$ cat src/rtl/pattern_scan_ctrl.sv
// pattern_scan_ctrl: byte-stream serializer and overlapping pattern matcher; PATSCAN_FIRST_STOP_EN stops scanning after the first match
module pattern_scan_ctrl #(
  parameter int PAT_MAX = 8,
  parameter int CNT_W = 16
) (
  input  logic               clk,
  input  logic               reset,
  input  logic               cfg_we,
  input  logic [PAT_MAX-1:0] cfg_pattern,
  input  logic [3:0]         cfg_len,
  input  logic               start,
  input  logic               in_valid,
  input  logic [7:0]         in_data,
  input  logic               in_last,
  output logic               in_ready,
  output logic               match,
  output logic [CNT_W-1:0]   match_count,
  output logic               busy,
  output logic               done
);
`ifdef PATSCAN_FIRST_STOP_EN
  typedef enum logic [2:0] {IDLE, RECV, SHIFT, DONE, DRAIN} state_t;
`else
  typedef enum logic [1:0] {IDLE, RECV, SHIFT, DONE} state_t;
`endif
  state_t state, nxt;
  logic [PAT_MAX-1:0] pat, hist, mask, win;
  logic [3:0] len, bits_seen, cfg_eff;
  logic [2:0] idx;
  logic [7:0] byte_r;
  logic last_r, b, hit;
  logic [15:0] m16;
  assign cfg_eff = (cfg_len > 4'(PAT_MAX)) ? 4'(PAT_MAX) : cfg_len;
  assign m16 = (16'd1 << len) - 16'd1;
  assign mask = m16[PAT_MAX-1:0];
  assign b = byte_r[idx];
  assign win = {hist[PAT_MAX-2:0], b};
  assign hit = (state == SHIFT) && (len != 4'd0) && ((win & mask) == (pat & mask))
            && (({1'b0, bits_seen} + 5'd1) >= {1'b0, len});
  assign match = hit;
  assign busy = state != IDLE;
  assign done = state == DONE;
`ifdef PATSCAN_FIRST_STOP_EN
  assign in_ready = (state == RECV) || (state == DRAIN);
`else
  assign in_ready = state == RECV;
`endif
  always_comb begin
    nxt = state;
    case (state)
      IDLE:  nxt = start ? RECV : IDLE;
      RECV:  nxt = in_valid ? SHIFT : RECV;
`ifdef PATSCAN_FIRST_STOP_EN
      SHIFT: nxt = hit ? (last_r ? DONE : DRAIN) : (idx == 3'd0) ? (last_r ? DONE : RECV) : SHIFT;
      DRAIN: nxt = (in_valid && in_last) ? DONE : DRAIN;
`else
      SHIFT: nxt = (idx == 3'd0) ? (last_r ? DONE : RECV) : SHIFT;
`endif
      DONE:  nxt = IDLE;
      default: nxt = IDLE;
    endcase
  end
  always_ff @(posedge clk) begin
    if (reset) begin
      state <= IDLE;
      pat <= PAT_MAX'(13);
      len <= 4'd4;
      hist <= '0;
      bits_seen <= '0;
      idx <= '0;
      byte_r <= '0;
      last_r <= 1'b0;
      match_count <= '0;
    end else begin
      state <= nxt;
      if (state == IDLE && cfg_we) begin
        pat <= cfg_pattern;
        len <= cfg_eff;
      end
      if (state == IDLE && start) begin
        match_count <= '0;
        hist <= '0;
        bits_seen <= '0;
      end
      if (state == RECV && in_valid) begin
        byte_r <= in_data;
        last_r <= in_last;
        idx <= 3'd7;
      end
      if (state == SHIFT) begin
        hist <= win;
        bits_seen <= (bits_seen == 4'(PAT_MAX)) ? bits_seen : bits_seen + 4'd1;
        idx <= idx - 3'd1;
        if (hit && !(&match_count)) match_count <= match_count + CNT_W'(1);
      end
    end
  end
endmodule

$ cat config.mk
export PLATFORM = sky130hd
export DESIGN_NAME = pattern_scan_ctrl
export DESIGN_NICKNAME = d
export VERILOG_FILES = /design/src/rtl/pattern_scan_ctrl.sv
export SDC_FILE = /design/constraint.sdc
export NUM_CORES = 1
export LEC_CHECK = 0
export CAP_MARGIN = 40
export CORE_MARGIN = 2
export CORE_UTILIZATION = 30
export CTS_BUF_LIST = sky130_fd_sc_hd__clkbuf_16
export CTS_CLUSTER_DIAMETER = 60
export DETAILED_ROUTE_END_ITERATION = 7
export SLEW_MARGIN = 20
export SYNTH_ARGS = -nofsm -noshare
export SYNTH_HDL_FRONTEND = slang
export SYNTH_SLANG_ARGS = --single-unit
export TNS_END_PERCENT = 20
$ cat constraint.sdc
create_clock -name clk -period 3.2 [get_ports clk]
set_clock_uncertainty 0.1 [all_clocks]
set_input_delay 0.96 -clock clk [delete_from_list [all_inputs] [get_ports clk]]
set_output_delay 0.96 -clock clk [all_outputs]
set_load 0.05 [all_outputs]
==> results.md <==
• **clock tree sinks** 53
• **worst-case hold slack** 0.3557 ns
• **Slew @ Worst Pin** 0.7675 ns
• **post-synthesis cell type with the largest combined area** sky130_fd_sc_hd__dfxtp_1
• **outcome** finished clean
• **warning count from the yosys run** 0
• **Setup CP Type** reg2out
• **Hold Crit Depth** 2
• **sequential group share of total power** 45.8%
• **cells along the critical path** mux4_2 -> mux2i_4 -> xnor2_2 -> nor4_4 -> nand2_2 -> inv_2 -> buf_12
• **most instantiated cells after synthesis** sky130_fd_sc_hd__nand2_1, sky130_fd_sc_hd__dfxtp_1, sky130_fd_sc_hd__a21oi_1
• **row count** 34
• **chip width** 99.22 µm
• **Placer Congestion** 0.8228
• **hold worst-path end** byte_r[7]$_SDFFE_PP0P_
• **detailed-router iteration count before antenna repair** 4
• **combinational power share** 13.1%
• **Port Buffers** 45
• **Reg-to-Reg Start** idx[0]$_SDFFE_PP0P_
• **number of buffers created by CTS** 5
• **CP endpoint kind** primary output
• **Design Power** 1531 µW
• **cell with the largest stage delay on the worst path** sky130_fd_sc_hd__mux4_2
• **count of cells along the worst register-to-register path** 15
• **clock insertion delay at the later pin of the skew report** 0.29 ns
• **Core Footprint** 8763 µm²
• **kind of launch point of the worst setup path** flip-flop
• **number of cells on the critical path** 7
• **cell-internal power** 1142 µW
• **flops & latches, synth** 53
• **Max stage delay on crit path** 0.53 ns
• **synthesized-area fraction occupied by ao, oa, aoi and oai cells** 18.12%
• **buffer and inverter count on the worst path** 2
• **Die Outline Area** 9845 µm²
• **count of unresolved DRC violations after routing** 0
• **final routed wire length divided by cell count** 13.49 µm
• **slack of the worst reg-to-reg path** 0.12 ns
• **RSZ-0062 raised after global routing** true
• **CTS H-tree depth** 2
• **Max transition margin** 48.71%
• **Final Hold Fails** 0
• **maximum count of clock buffers along a single path** 2
• **Die Ht** 99.22 µm
• **clock tree from TritonCTS** done
• **placed wire-length estimate** 4.616 mm
• **antenna violations before repair** 0
• **antenna diode instance count** 0
• **gate count after technology mapping** 339
• **fill cell instance count of the final layout** 881
• **adder-cell share of the synthesized area** 4.600%
• **top-level port count** 46
• **total global routing track utilization** 13.31%
• **largest vdd supply drop** 0.2025 mV
• **primary flip-flop cell chosen by synthesis mapping** sky130_fd_sc_hd__dfxtp_1
• **share of the yosys chip area belonging to registers** 39.01%
• **Arrival @ worst endpoint** 2.13 ns
• **vias post-DR** 2605
• **vias in the first global route** 2461
• **highest fanout seen on the critical path** 3
• **Inst Count DP** 483
• **synthesis-to-finish area growth** 33.67%
• **Initial Util** 31.04%
• **Final Util** 41.49%
• **post-synth net total** 375
• **number of max-slew violations in the final report** 0
• **proportion of register bits with asynchronous set or reset after synthesis** 0%
• **initial detailed-routing violation count** 110
• **clock-pin slew on the worst setup and hold paths** 0.08 ns
• **power density over the cells** 421.1 nW/µm²
• **total net switching power** 389.7 µW
• **multiplexer share of the synthesized area** 2.806%
• **simple-gate share of the synthesized area** 26.31%
• **post-synthesis share of cell area spent on xor and xnor gates** 4.186%
• **worst min path class** reg2reg
• **crit-path leading delay family** multiplexers
• **Period minus WS final** 3.186 ns
• **share of the synthesized area in the top cell type** 39.01%
• **drt via density** 5.210
• **fraction of layout instances using a drive strength above 1** 12.76%
• **maximum frequency from static timing analysis** 0.3138 GHz
• **count of distinct cell types in the synthesized netlist** 48
• **post-synthesis instance area** 2720 µm²
• **overall overflow remaining after global route** 0
• **reg-to-reg endpoint** match_count[15]$_SDFF_PP0_
• **final net count** 427
• **dominant combinational cell family by area after synthesis** simple AND/OR/NAND/NOR gates
• **non-filler cells in the finished layout** 500
• **number of setup violations in the final report** 0
• **switching portion of total power** 25.45%
• **share of power burned in the clock network** 41.2%
• **critical path required time** 2.14 ns
• **WL final** 6.747 mm
• **Static Leakage** 0.001275 µW
• **Period Utilization, post-route** 99.57%
• **Final ANT Viol Nets** 0
• **ranking of synthesized cells by area** sky130_fd_sc_hd__dfxtp_1, sky130_fd_sc_hd__nand2_1, sky130_fd_sc_hd__a21oi_1
• **largest net degree at the start of global routing** 48
• **worst hold path startpoint** byte_r[7]$_SDFFE_PP0P_
• **number of flops mapped to enable cells by yosys** 0
• **most instantiated library cell after synthesis** sky130_fd_sc_hd__nand2_1
• **global-route wire length before repair** 11.03 mm
• **maxcap violations** 0
• **Clock Root Buffer** sky130_fd_sc_hd__clkbuf_16
• **synthesized area divided by synthesized cell count** 8.024 µm²
-- worst reg2reg max path: stages (launching register included) --
cell and delay [ns]:
sky130_fd_sc_hd__dfxtp_4 0.37, sky130_fd_sc_hd__mux4_2 0.53, sky130_fd_sc_hd__mux2i_4 0.19, sky130_fd_sc_hd__xnor2_2 0.10, sky130_fd_sc_hd__nor4_4 0.31, sky130_fd_sc_hd__nand2_2 0.11
sky130_fd_sc_hd__buf_4 0.15, sky130_fd_sc_hd__buf_4 0.12, sky130_fd_sc_hd__buf_4 0.12, sky130_fd_sc_hd__buf_4 0.12, sky130_fd_sc_hd__buf_4 0.12, sky130_fd_sc_hd__buf_4 0.12
sky130_fd_sc_hd__buf_4 0.12, sky130_fd_sc_hd__buf_4 0.13, sky130_fd_sc_hd__a211oi_2 0.16, sky130_fd_sc_hd__o22ai_1 0.12
-- flip-flops by register name, indices dropped and copies added (netlist names) --
name         cells
pat              8
idx              3
bits_seen        4
last_r           1
len              4
match_count     16
hist             7
byte_r           8
state            2
-- per-layer routing --
metal,wire (µm),global-route usage [%],up-vias
met5,0,0,-
met4,70,4.320,0
met3,308,2.670,9
met2,3191,22.87,66
met1,3176,16.74,1224
li1,-,-,1306
-- cells in the final DEF, fill, tap and decap left out, types with 3 or more instances in the layout --
| cell | count |
|---|---|
| sky130_fd_sc_hd__buf_4 | 14 |
| sky130_fd_sc_hd__a21oi_1 | 38 |
| sky130_fd_sc_hd__inv_1 | 13 |
| sky130_fd_sc_hd__nor3_1 | 4 |
| sky130_fd_sc_hd__xor2_1 | 5 |
| sky130_fd_sc_hd__ha_4 | 3 |
| sky130_fd_sc_hd__dfxtp_4 | 4 |
| sky130_fd_sc_hd__nand3_1 | 25 |
| sky130_fd_sc_hd__dfxtp_1 | 46 |
| sky130_fd_sc_hd__o211ai_1 | 8 |
| sky130_fd_sc_hd__and2_1 | 5 |
| sky130_fd_sc_hd__inv_2 | 3 |
| sky130_fd_sc_hd__nand3b_1 | 3 |
| sky130_fd_sc_hd__ha_1 | 7 |
| sky130_fd_sc_hd__or3_1 | 9 |
| sky130_fd_sc_hd__o21ai_0 | 7 |
| sky130_fd_sc_hd__nor2_1 | 14 |
| sky130_fd_sc_hd__clkdlybuf4s50_1 | 44 |
| sky130_fd_sc_hd__nand4_1 | 5 |
| sky130_fd_sc_hd__nand2b_1 | 3 |
| sky130_fd_sc_hd__and3_1 | 3 |
| sky130_fd_sc_hd__nand2_1 | 65 |
| sky130_fd_sc_hd__dfxtp_2 | 3 |
| sky130_fd_sc_hd__clkbuf_16 | 5 |
| sky130_fd_sc_hd__a31oi_1 | 4 |
| sky130_fd_sc_hd__xnor2_1 | 6 |
-- worst max path at each step --
stage	startpoint	slack, ns	endpoint
3_5_place_dp	idx[0]$_SDFFE_PP0P_	0.16	match
6_report	idx[0]$_SDFFE_PP0P_	0.01	match
4_1_cts	len[2]$_SDFFE_PP1P_	0.009	match
2_1_floorplan	idx[0]$_SDFFE_PP0P_	0.12	match
5_1_grt	idx[0]$_SDFFE_PP0P_	-0.04	match
3_3_place_gp	idx[0]$_SDFFE_PP0P_	0.21	match
-- through the flow --
| stage | setup TNS, ns | area, µm² | worst slack [ns] |
|---|---|---|---|
| floorplan | 0 | 2720 | 0.1197 |
| global placement | 0 | 3302 | 0.2075 |
| detailed placement | 0 | 3302 | 0.1583 |
| CTS | 0 | 3557 | 0.009167 |
| global route | -0.03986 | 3636 | -0.03986 |
| finish | 0 | 3636 | 0.01362 |
-- power groups by stage --
| stage | Sequential (µW) | Combinational [µW] | Clock [µW] |
|---|---|---|---|
| after floorplan | 710 | 121 | 0 |
| after global placement | 714 | 188 | 0 |
| after detailed placement | 715 | 190 | 0 |
| after CTS | 701 | 195 | 639 |
| after global routing | 704 | 221 | 662 |
| final | 701 | 200 | 630 |
-- cell type report --
| type | instances | area (µm²) | share of cell area, % |
|---|---|---|---|
| clock inverters | 3 | 45.04 | 1.239 |
| well taps | 108 | 135.1 | 3.716 |
| flip-flops and latches | 53 | 1080 | 29.70 |
| clock buffers | 5 | 125.1 | 3.441 |
| repair buffers | 60 | 585.6 | 16.10 |
| multi-input cells | 254 | 1602 | 44.05 |
| inverters | 17 | 63.81 | 1.755 |
-- cell families after synthesis --
group,after synthesis
flip-flops,53
multiplexers,4
AND/OR/NAND/NOR,148
XOR/XNOR,13
adder cells (fa/ha/maj),10
buffers and inverters,32
AO/OA/AOI/OAI,79
-- timing repair --
item | 4_1_cts | 5_1_grt
buffers inserted | 8 | 1
hold buffers | 0 | 0
resized for setup | 14 | 16
endpoints found under the setup margin | 1 | 2
pin swaps | 4 | 7
Power figures use the tool's default switching activity.
